<file path="src/rtl/z_result_stage_pkg.sv">
// rtl/z_result_stage_pkg.sv - op codes and width rule shared by the result stage
// Wide (MUL/DIV) results carry a meaningful upper half; every other op is lo-only.
package z_result_stage_pkg;

  localparam int OPW   = 5;
  localparam int WIDTH = 32;

  typedef enum logic [OPW-1:0] {
    OP_ADD  = 5'd0,
    OP_SUB  = 5'd1,
    OP_AND  = 5'd2,
    OP_OR   = 5'd3,
    OP_SHR  = 5'd4,
    OP_SHRA = 5'd5,
    OP_SHL  = 5'd6,
    OP_ROR  = 5'd7,
    OP_ROL  = 5'd8,
    OP_MUL  = 5'd9,
    OP_DIV  = 5'd10
  } op_e;

  function automatic logic is_wide(input logic [OPW-1:0] op);
    return (op == OP_MUL) || (op == OP_DIV);
  endfunction

endpackage

</file>
<file path="src/rtl/z_result_stage_if.sv">
// rtl/z_result_stage_if.sv - upstream result and downstream head handshakes
// master = the ALU/bus side driving results and consuming the head; slave = the stage.
interface z_result_stage_if #(
  parameter int WIDTH = 32,
  parameter int DEPTH = 2,
  parameter int OPW   = 5
);
  localparam int CW = $clog2(DEPTH) + 1;

  logic             in_valid;
  logic             in_ready;
  logic [OPW-1:0]   in_op;
  logic [WIDTH-1:0] in_hi;
  logic [WIDTH-1:0] in_lo;
  logic             out_valid;
  logic             out_ready;
  logic [OPW-1:0]   z_op;
  logic [WIDTH-1:0] z_hi;
  logic [WIDTH-1:0] z_lo;
  logic             flag_zero;
  logic             flag_neg;
  logic [CW-1:0]    count;

  modport master (
    output in_valid, in_op, in_hi, in_lo, out_ready,
    input  in_ready, out_valid, z_op, z_hi, z_lo, flag_zero, flag_neg, count
  );

  modport slave (
    input  in_valid, in_op, in_hi, in_lo, out_ready,
    output in_ready, out_valid, z_op, z_hi, z_lo, flag_zero, flag_neg, count
  );

endinterface

</file>
<file path="src/rtl/z_result_fifo.sv">
// rtl/z_result_fifo.sv - generic DEPTH-entry synchronous FIFO with flush
// Read data is forced to zero while empty so no stale entry ever leaks out.
module z_result_fifo #(
  parameter  int DW    = 8,
  parameter  int DEPTH = 2,
  localparam int AW    = $clog2(DEPTH),
  localparam int CW    = AW + 1
) (
  input  logic          clk,
  input  logic          clr_n,
  input  logic          push,
  input  logic          pop,
  input  logic          flush,
  input  logic [DW-1:0] wdata,
  output logic [DW-1:0] rdata,
  output logic          full,
  output logic          empty,
  output logic [CW-1:0] count
);

  logic [DW-1:0] mem [DEPTH];
  logic [AW-1:0] wr_ptr;
  logic [AW-1:0] rd_ptr;
  logic          do_push;
  logic          do_pop;

  assign full    = (count == CW'(DEPTH));
  assign empty   = (count == '0);
  // full refuses a push even when a pop frees a slot in the same cycle
  assign do_push = push & ~full & ~flush;
  assign do_pop  = pop & ~empty & ~flush;
  assign rdata   = empty ? '0 : mem[rd_ptr];

  always_ff @(posedge clk or negedge clr_n) begin
    if (!clr_n) begin
      wr_ptr <= '0;
      rd_ptr <= '0;
      count  <= '0;
      for (int i = 0; i < DEPTH; i++) begin
        mem[i] <= '0;
      end
    end else if (flush) begin
      wr_ptr <= '0;
      rd_ptr <= '0;
      count  <= '0;
    end else begin
      if (do_push) begin
        mem[wr_ptr] <= wdata;
        wr_ptr      <= wr_ptr + AW'(1);
      end
      if (do_pop) begin
        rd_ptr <= rd_ptr + AW'(1);
      end
      if (do_push && !do_pop) begin
        count <= count + CW'(1);
      end else if (!do_push && do_pop) begin
        count <= count - CW'(1);
      end
    end
  end

endmodule

</file>
<file path="src/rtl/z_result_stage.sv">
// rtl/z_result_stage.sv - registers ALU/shifter Z results into an in-order buffer
// Applies the hi-half width rule and computes flags once, at push time.
module z_result_stage
  import z_result_stage_pkg::*;
#(
  parameter int WIDTH = z_result_stage_pkg::WIDTH,
  parameter int DEPTH = 2,
  parameter int OPW   = z_result_stage_pkg::OPW
) (
  input  logic clk,
  input  logic clr_n,
  input  logic flush,
  z_result_stage_if.slave bus
);

  localparam int DW = OPW + 2 + 2 * WIDTH;

  logic             wide;
  logic [WIDTH-1:0] hi_store;
  logic             zero_in;
  logic             neg_in;
  logic [DW-1:0]    wdata;
  logic [DW-1:0]    rdata;
  logic             full;
  logic             empty;

  assign wide     = is_wide(5'(bus.in_op));
  assign hi_store = wide ? bus.in_hi : '0;
  assign zero_in  = wide ? ({bus.in_hi, bus.in_lo} == '0) : (bus.in_lo == '0);
  assign neg_in   = wide ? bus.in_hi[WIDTH-1] : bus.in_lo[WIDTH-1];
  assign wdata    = {bus.in_op, zero_in, neg_in, hi_store, bus.in_lo};

  z_result_fifo #(
    .DW    (DW),
    .DEPTH (DEPTH)
  ) u_fifo (
    .clk   (clk),
    .clr_n (clr_n),
    .push  (bus.in_valid),
    .pop   (bus.out_ready),
    .flush (flush),
    .wdata (wdata),
    .rdata (rdata),
    .full  (full),
    .empty (empty),
    .count (bus.count)
  );

  assign bus.in_ready  = ~full;
  assign bus.out_valid = ~empty;
  assign {bus.z_op, bus.flag_zero, bus.flag_neg, bus.z_hi, bus.z_lo} = rdata;

endmodule

</file>
<file path="src/flat_wrapper.sv">
// flat-port wrapper written by rule: the top's interface ports become plain ports
module z_result_stage_flat import z_result_stage_pkg::*;
#(
  parameter int WIDTH = z_result_stage_pkg::WIDTH,
  parameter int DEPTH = 2,
  parameter int OPW   = z_result_stage_pkg::OPW
)
  (clk, clr_n, flush, bus_in_valid, bus_in_op, bus_in_hi, bus_in_lo, bus_out_ready, bus_in_ready, bus_out_valid, bus_z_op, bus_z_hi, bus_z_lo, bus_flag_zero, bus_flag_neg, bus_count);
  z_result_stage_if #(.WIDTH(WIDTH), .DEPTH(DEPTH), .OPW(OPW)) bus_i ();
  input  logic clk;
  input  logic clr_n;
  input  logic flush;
  input wire logic [$bits(bus_i.in_valid)-1:0] bus_in_valid;
  input wire logic [$bits(bus_i.in_op)-1:0] bus_in_op;
  input wire logic [$bits(bus_i.in_hi)-1:0] bus_in_hi;
  input wire logic [$bits(bus_i.in_lo)-1:0] bus_in_lo;
  input wire logic [$bits(bus_i.out_ready)-1:0] bus_out_ready;
  output wire logic [$bits(bus_i.in_ready)-1:0] bus_in_ready;
  output wire logic [$bits(bus_i.out_valid)-1:0] bus_out_valid;
  output wire logic [$bits(bus_i.z_op)-1:0] bus_z_op;
  output wire logic [$bits(bus_i.z_hi)-1:0] bus_z_hi;
  output wire logic [$bits(bus_i.z_lo)-1:0] bus_z_lo;
  output wire logic [$bits(bus_i.flag_zero)-1:0] bus_flag_zero;
  output wire logic [$bits(bus_i.flag_neg)-1:0] bus_flag_neg;
  output wire logic [$bits(bus_i.count)-1:0] bus_count;
  assign bus_i.in_valid = bus_in_valid;
  assign bus_i.in_op = bus_in_op;
  assign bus_i.in_hi = bus_in_hi;
  assign bus_i.in_lo = bus_in_lo;
  assign bus_i.out_ready = bus_out_ready;
  assign bus_in_ready = bus_i.in_ready;
  assign bus_out_valid = bus_i.out_valid;
  assign bus_z_op = bus_i.z_op;
  assign bus_z_hi = bus_i.z_hi;
  assign bus_z_lo = bus_i.z_lo;
  assign bus_flag_zero = bus_i.flag_zero;
  assign bus_flag_neg = bus_i.flag_neg;
  assign bus_count = bus_i.count;
  z_result_stage #(.WIDTH(WIDTH), .DEPTH(DEPTH), .OPW(OPW)) u_core (.clk(clk), .clr_n(clr_n), .flush(flush), .bus(bus_i));
endmodule
</file>
<file path="config.mk">
export PLATFORM = sky130hd
export DESIGN_NAME = z_result_stage_flat
export DESIGN_NICKNAME = d
export VERILOG_FILES = /design/src/rtl/z_result_stage_pkg.sv /design/src/rtl/z_result_stage_if.sv /design/src/rtl/z_result_fifo.sv /design/src/rtl/z_result_stage.sv /design/src/flat_wrapper.sv
export SDC_FILE = /design/constraint.sdc
export NUM_CORES = 1
export LEC_CHECK = 0
export BUFFER_PORTS_ARGS = -buffer_cell sky130_fd_sc_hd__buf_2
export CAP_MARGIN = 10
export CORE_UTILIZATION = 34
export CTS_CLUSTER_SIZE = 14
export DETAILED_ROUTE_END_ITERATION = 10
export GPL_TIMING_DRIVEN = 0
export PLACE_DENSITY = 0.57
export SETUP_SLACK_MARGIN = 0.5
export SLEW_MARGIN = 15
export SYNTH_ARGS = -nofsm -noshare
export SYNTH_HDL_FRONTEND = slang
export SYNTH_SLANG_ARGS = --single-unit
</file>
<file path="constraint.sdc">
create_clock -name clk -period 4.3 [get_ports clk]
set_clock_uncertainty 0.1 [all_clocks]
set_input_delay 0.43 -clock clk [delete_from_list [all_inputs] [get_ports clk]]
set_output_delay 0.43 -clock clk [all_outputs]
set_load 0.05 [all_outputs]
</file>
==> flow_metrics.py <==
metrics = {
    "drt": {
        "wl_per_cell_um": 17.2,
        "drt-initial-drc-count": 177,
        "dr.pass1.iters": 4,
        "drt_wl_total_mm": 18.4,
        "drc": 0,
        "ant_nets": 0,
        "vias": 5094,
        "vias_per_cell": 4.78,
    },
    "cts": {
        "cts_root_buf": "clkbuf_16",
        "clock_latency_ns": 0.42,
        "ctsResizeCount": 0,
        "cts_buffers": 17,
        "cts_setup_buffers": 0,
        "clk_pin_slew_ns": 0.06,
        "clock_sinks": 146,
        "ctsLongestPathBuffers": 2,
        "cts_tree": "done",
        "cts_max_level": 4,
    },
    "power": {
        "powerDensity_nw_per_um2": 464,
        "p_leak_nw": 3.79,
        "irDropWorstVdd_mv": 0.310,
    },
    "yosys": {
        "ys_seq_area_frac": 0.544,
        "syn-num-nets": 693,
        "netlist_instances": 619,
        "synth_top_family_by_area": "multiplexers",
        "synth_compound_area_frac": 0.0568,
        "synth.distinct_cells": 27,
        "syn_avg_cell_area_um2": 10.9,
        "synth_xor_area_frac": 0.00391,
        "synth_area_um2": 6720,
        "synthMuxAreaShare": 0.232,
        "synth_adder_area_share": 0,
        "ys_ff_latch": 146,
        "yosys.area_share.simple": 0.131,
        "yosys_warnings": 0,
    },
    "run": {
        "cap_violations": 0,
    },
    "worst_setup_path": {
        "critPathCaptureType": "output port",
        "crit_slowest_cell": "clkbuf_1",
        "path_buf_inv": 3,
        "path_cells": "clkbuf_1 > buf_2 > mux2i_1 > nor2_1 > buf_2",
        "arrival_ns": 2.34,
        "cp-start-kind": "register",
        "required_ns": 3.77,
        "cp_top_family": "buffers and inverters",
        "cpPeakStageDelay_ns": 0.55,
        "path_common_cell": "buf_2",
        "path_max_fanout": 10,
        "crit_type": "register to output port",
    },
    "placed_design": {
        "dp.cells": 1033,
        "dpl_cell_area_um2": 7830,
        "dp_hpwl_mm": 13.0,
        "port_buffers": 148,
        "globalplace.congestion": 0.760,
    },
    "status": {
        "status": "complete, no violations",
    },
    "timing": {
        "hold_viol_final": 0,
        "slew_headroom": 0.517,
        "layout_min_cycle_time_ns": 2.87,
        "slew_violations": 0,
        "fmax_mhz": 349,
        "finalSetupViolCount": 0,
        "worst_pin_slew_ns": 0.724,
        "rsz0062_at_grt": "false",
        "setup_tns_ns": 0,
        "period_share": 0.666,
    },
    "floorplanning": {
        "fp.dieW_um": 143,
        "pin_count": 149,
        "dieArea_um2": 20300,
        "start_util": 0.346,
        "core-area_um2": 19400,
        "die_h_um": 143,
        "placementRows": 51,
    },
    "cells_and_area": {
        "layout.nets": 862,
        "syn_to_final_growth_pct": 24.8,
        "final_cells": 1066,
        "drive_gt1_frac": 0.353,
        "final_area_um2": 8390,
        "fillCellCount": 2003,
        "num_antenna_cells": 0,
    },
    "global_route": {
        "grt_first_pass_wirelength_mm": 28.3,
        "track_usage": 0.188,
        "antenna_found_initial": 2,
        "grt_max_degree": 82,
        "grt_overflow": 0,
        "grt_pass1_vias": 5069,
    },
    "worst_hold_path": {
        "worstHoldPathType": "primary input to register",
    },
}
synthesized netlist by cell type, drive strengths merged:
library cell	instances	area (µm²)
nor4b	1	23.8
nor2	77	289
or2	1	6.26
nand4b	1	23.8
buf	26	151
nand3b	1	7.51
mux2i	72	721
nand4	4	25.0
o21ai	67	335
inv	2	7.51
mux2	74	841
o31ai	2	15.0
dfrtp	146	3650
nand2b	1	6.26
clkbuf	16	60.1
xnor2	1	8.76
nand4bb	1	11.3
a2bb2oi	1	8.76
xor2	2	17.5
nor4	16	100
a21oi	3	15.0
nand2	103	387
o21a	1	7.51
placed cells by master (no fill, tap or decap), types with 6 or more instances in the layout:
master      count
buf_2         169
dfrtp_1       146
nand2_1       103
nor2_1         76
mux2i_1        72
mux2_2         72
o21ai_0        59
clkbuf_1       18
clkbuf_16      17
nor4_1         16
o21ai_1         8
clkinvlp_4      6
stage by stage:
stage,setup WS (ns),util,total power [mW],hold slack [ns]
2_1_floorplan,1.95,-,2.28,0.0344
3_3_place_gp,0.411,0.402,2.51,0.361
3_5_place_dp,1.75,0.404,2.53,0.316
4_1_cts,1.29,0.432,3.94,0.124
5_1_grt,1.24,0.432,4.08,0.139
6_report,1.43,0.432,3.89,0.139
flip-flops by register name (all words and copies together) (netlist names):
signal                flops
u_core.u_fifo.rd_ptr      1
u_core.u_fifo.wr_ptr      1
u_core.u_fifo.mem       142
u_core.u_fifo.count       2
per-layer routing:
metal | share of wire | global-route usage | vias up
li1 | - | - | 2459
met1 | 0.48 | 0.252 | 2474
met2 | 0.45 | 0.295 | 146
met3 | 0.062 | 0.0542 | 13
met4 | 0.0092 | 0.0487 | 2
met5 | 0.00054 | 0 | -
cell type report:
type,count,area [µm²],share of cell area
clock inverter,13,113,0.0134
buffer,42,211,0.0252
multi-input combinational,429,2850,0.340
clock buffer,19,433,0.0516
sequential,146,3650,0.435
tap,265,332,0.0395
timing repair buffer,150,788,0.0940
inverter,2,7.51,0.000895
kinds of logic after synthesis:
logic type	count (synthesis)
simple gates	206
mux	146
flops	146
compound gates	74
buf+inv	44
xor+xnor	3
final timing paths:
kind | from | to | slack [ns] | cells past startpoint
max in group asynchronous | clr_n | u_core.u_fifo.wr_ptr$_DFFE_PN0P_ | 2.86 | 3
max reg2reg | u_core.u_fifo.count[0]$_DFFE_PN0P_ | u_core.u_fifo.mem[133]$_DFFE_PN0P_ | 2.11 | 7
min reg2reg | u_core.u_fifo.mem[130]$_DFFE_PN0P_ | u_core.u_fifo.mem[130]$_DFFE_PN0P_ | 0.38 | 2
min | flush | u_core.u_fifo.rd_ptr$_DFFE_PN0P_ | 0.14 | 2
max | u_core.u_fifo.rd_ptr$_DFFE_PN0P_ | bus_z_hi[5] | 1.43 | 5
min in group asynchronous | clr_n | u_core.u_fifo.mem[122]$_DFFE_PN0P_ | 0.45 | 2
where the power goes:
part	switching [mW]	leakage (nW)	total [mW]	internal (mW)
Combinational	0.463	1.66	0.782	0.320
Clock	0.599	0.252	1.39	0.794
Sequential	0.113	1.87	1.72	1.60
Total	1.18	3.79	3.89	2.72
what timing repair did:
action | CTS | global route
endpoints found under the hold margin | 65 | 0
setup endpoints to repair | 0 | 0
hold buffers | 1 | 0
No activity file was read; power rests on OpenSTA's default activity.
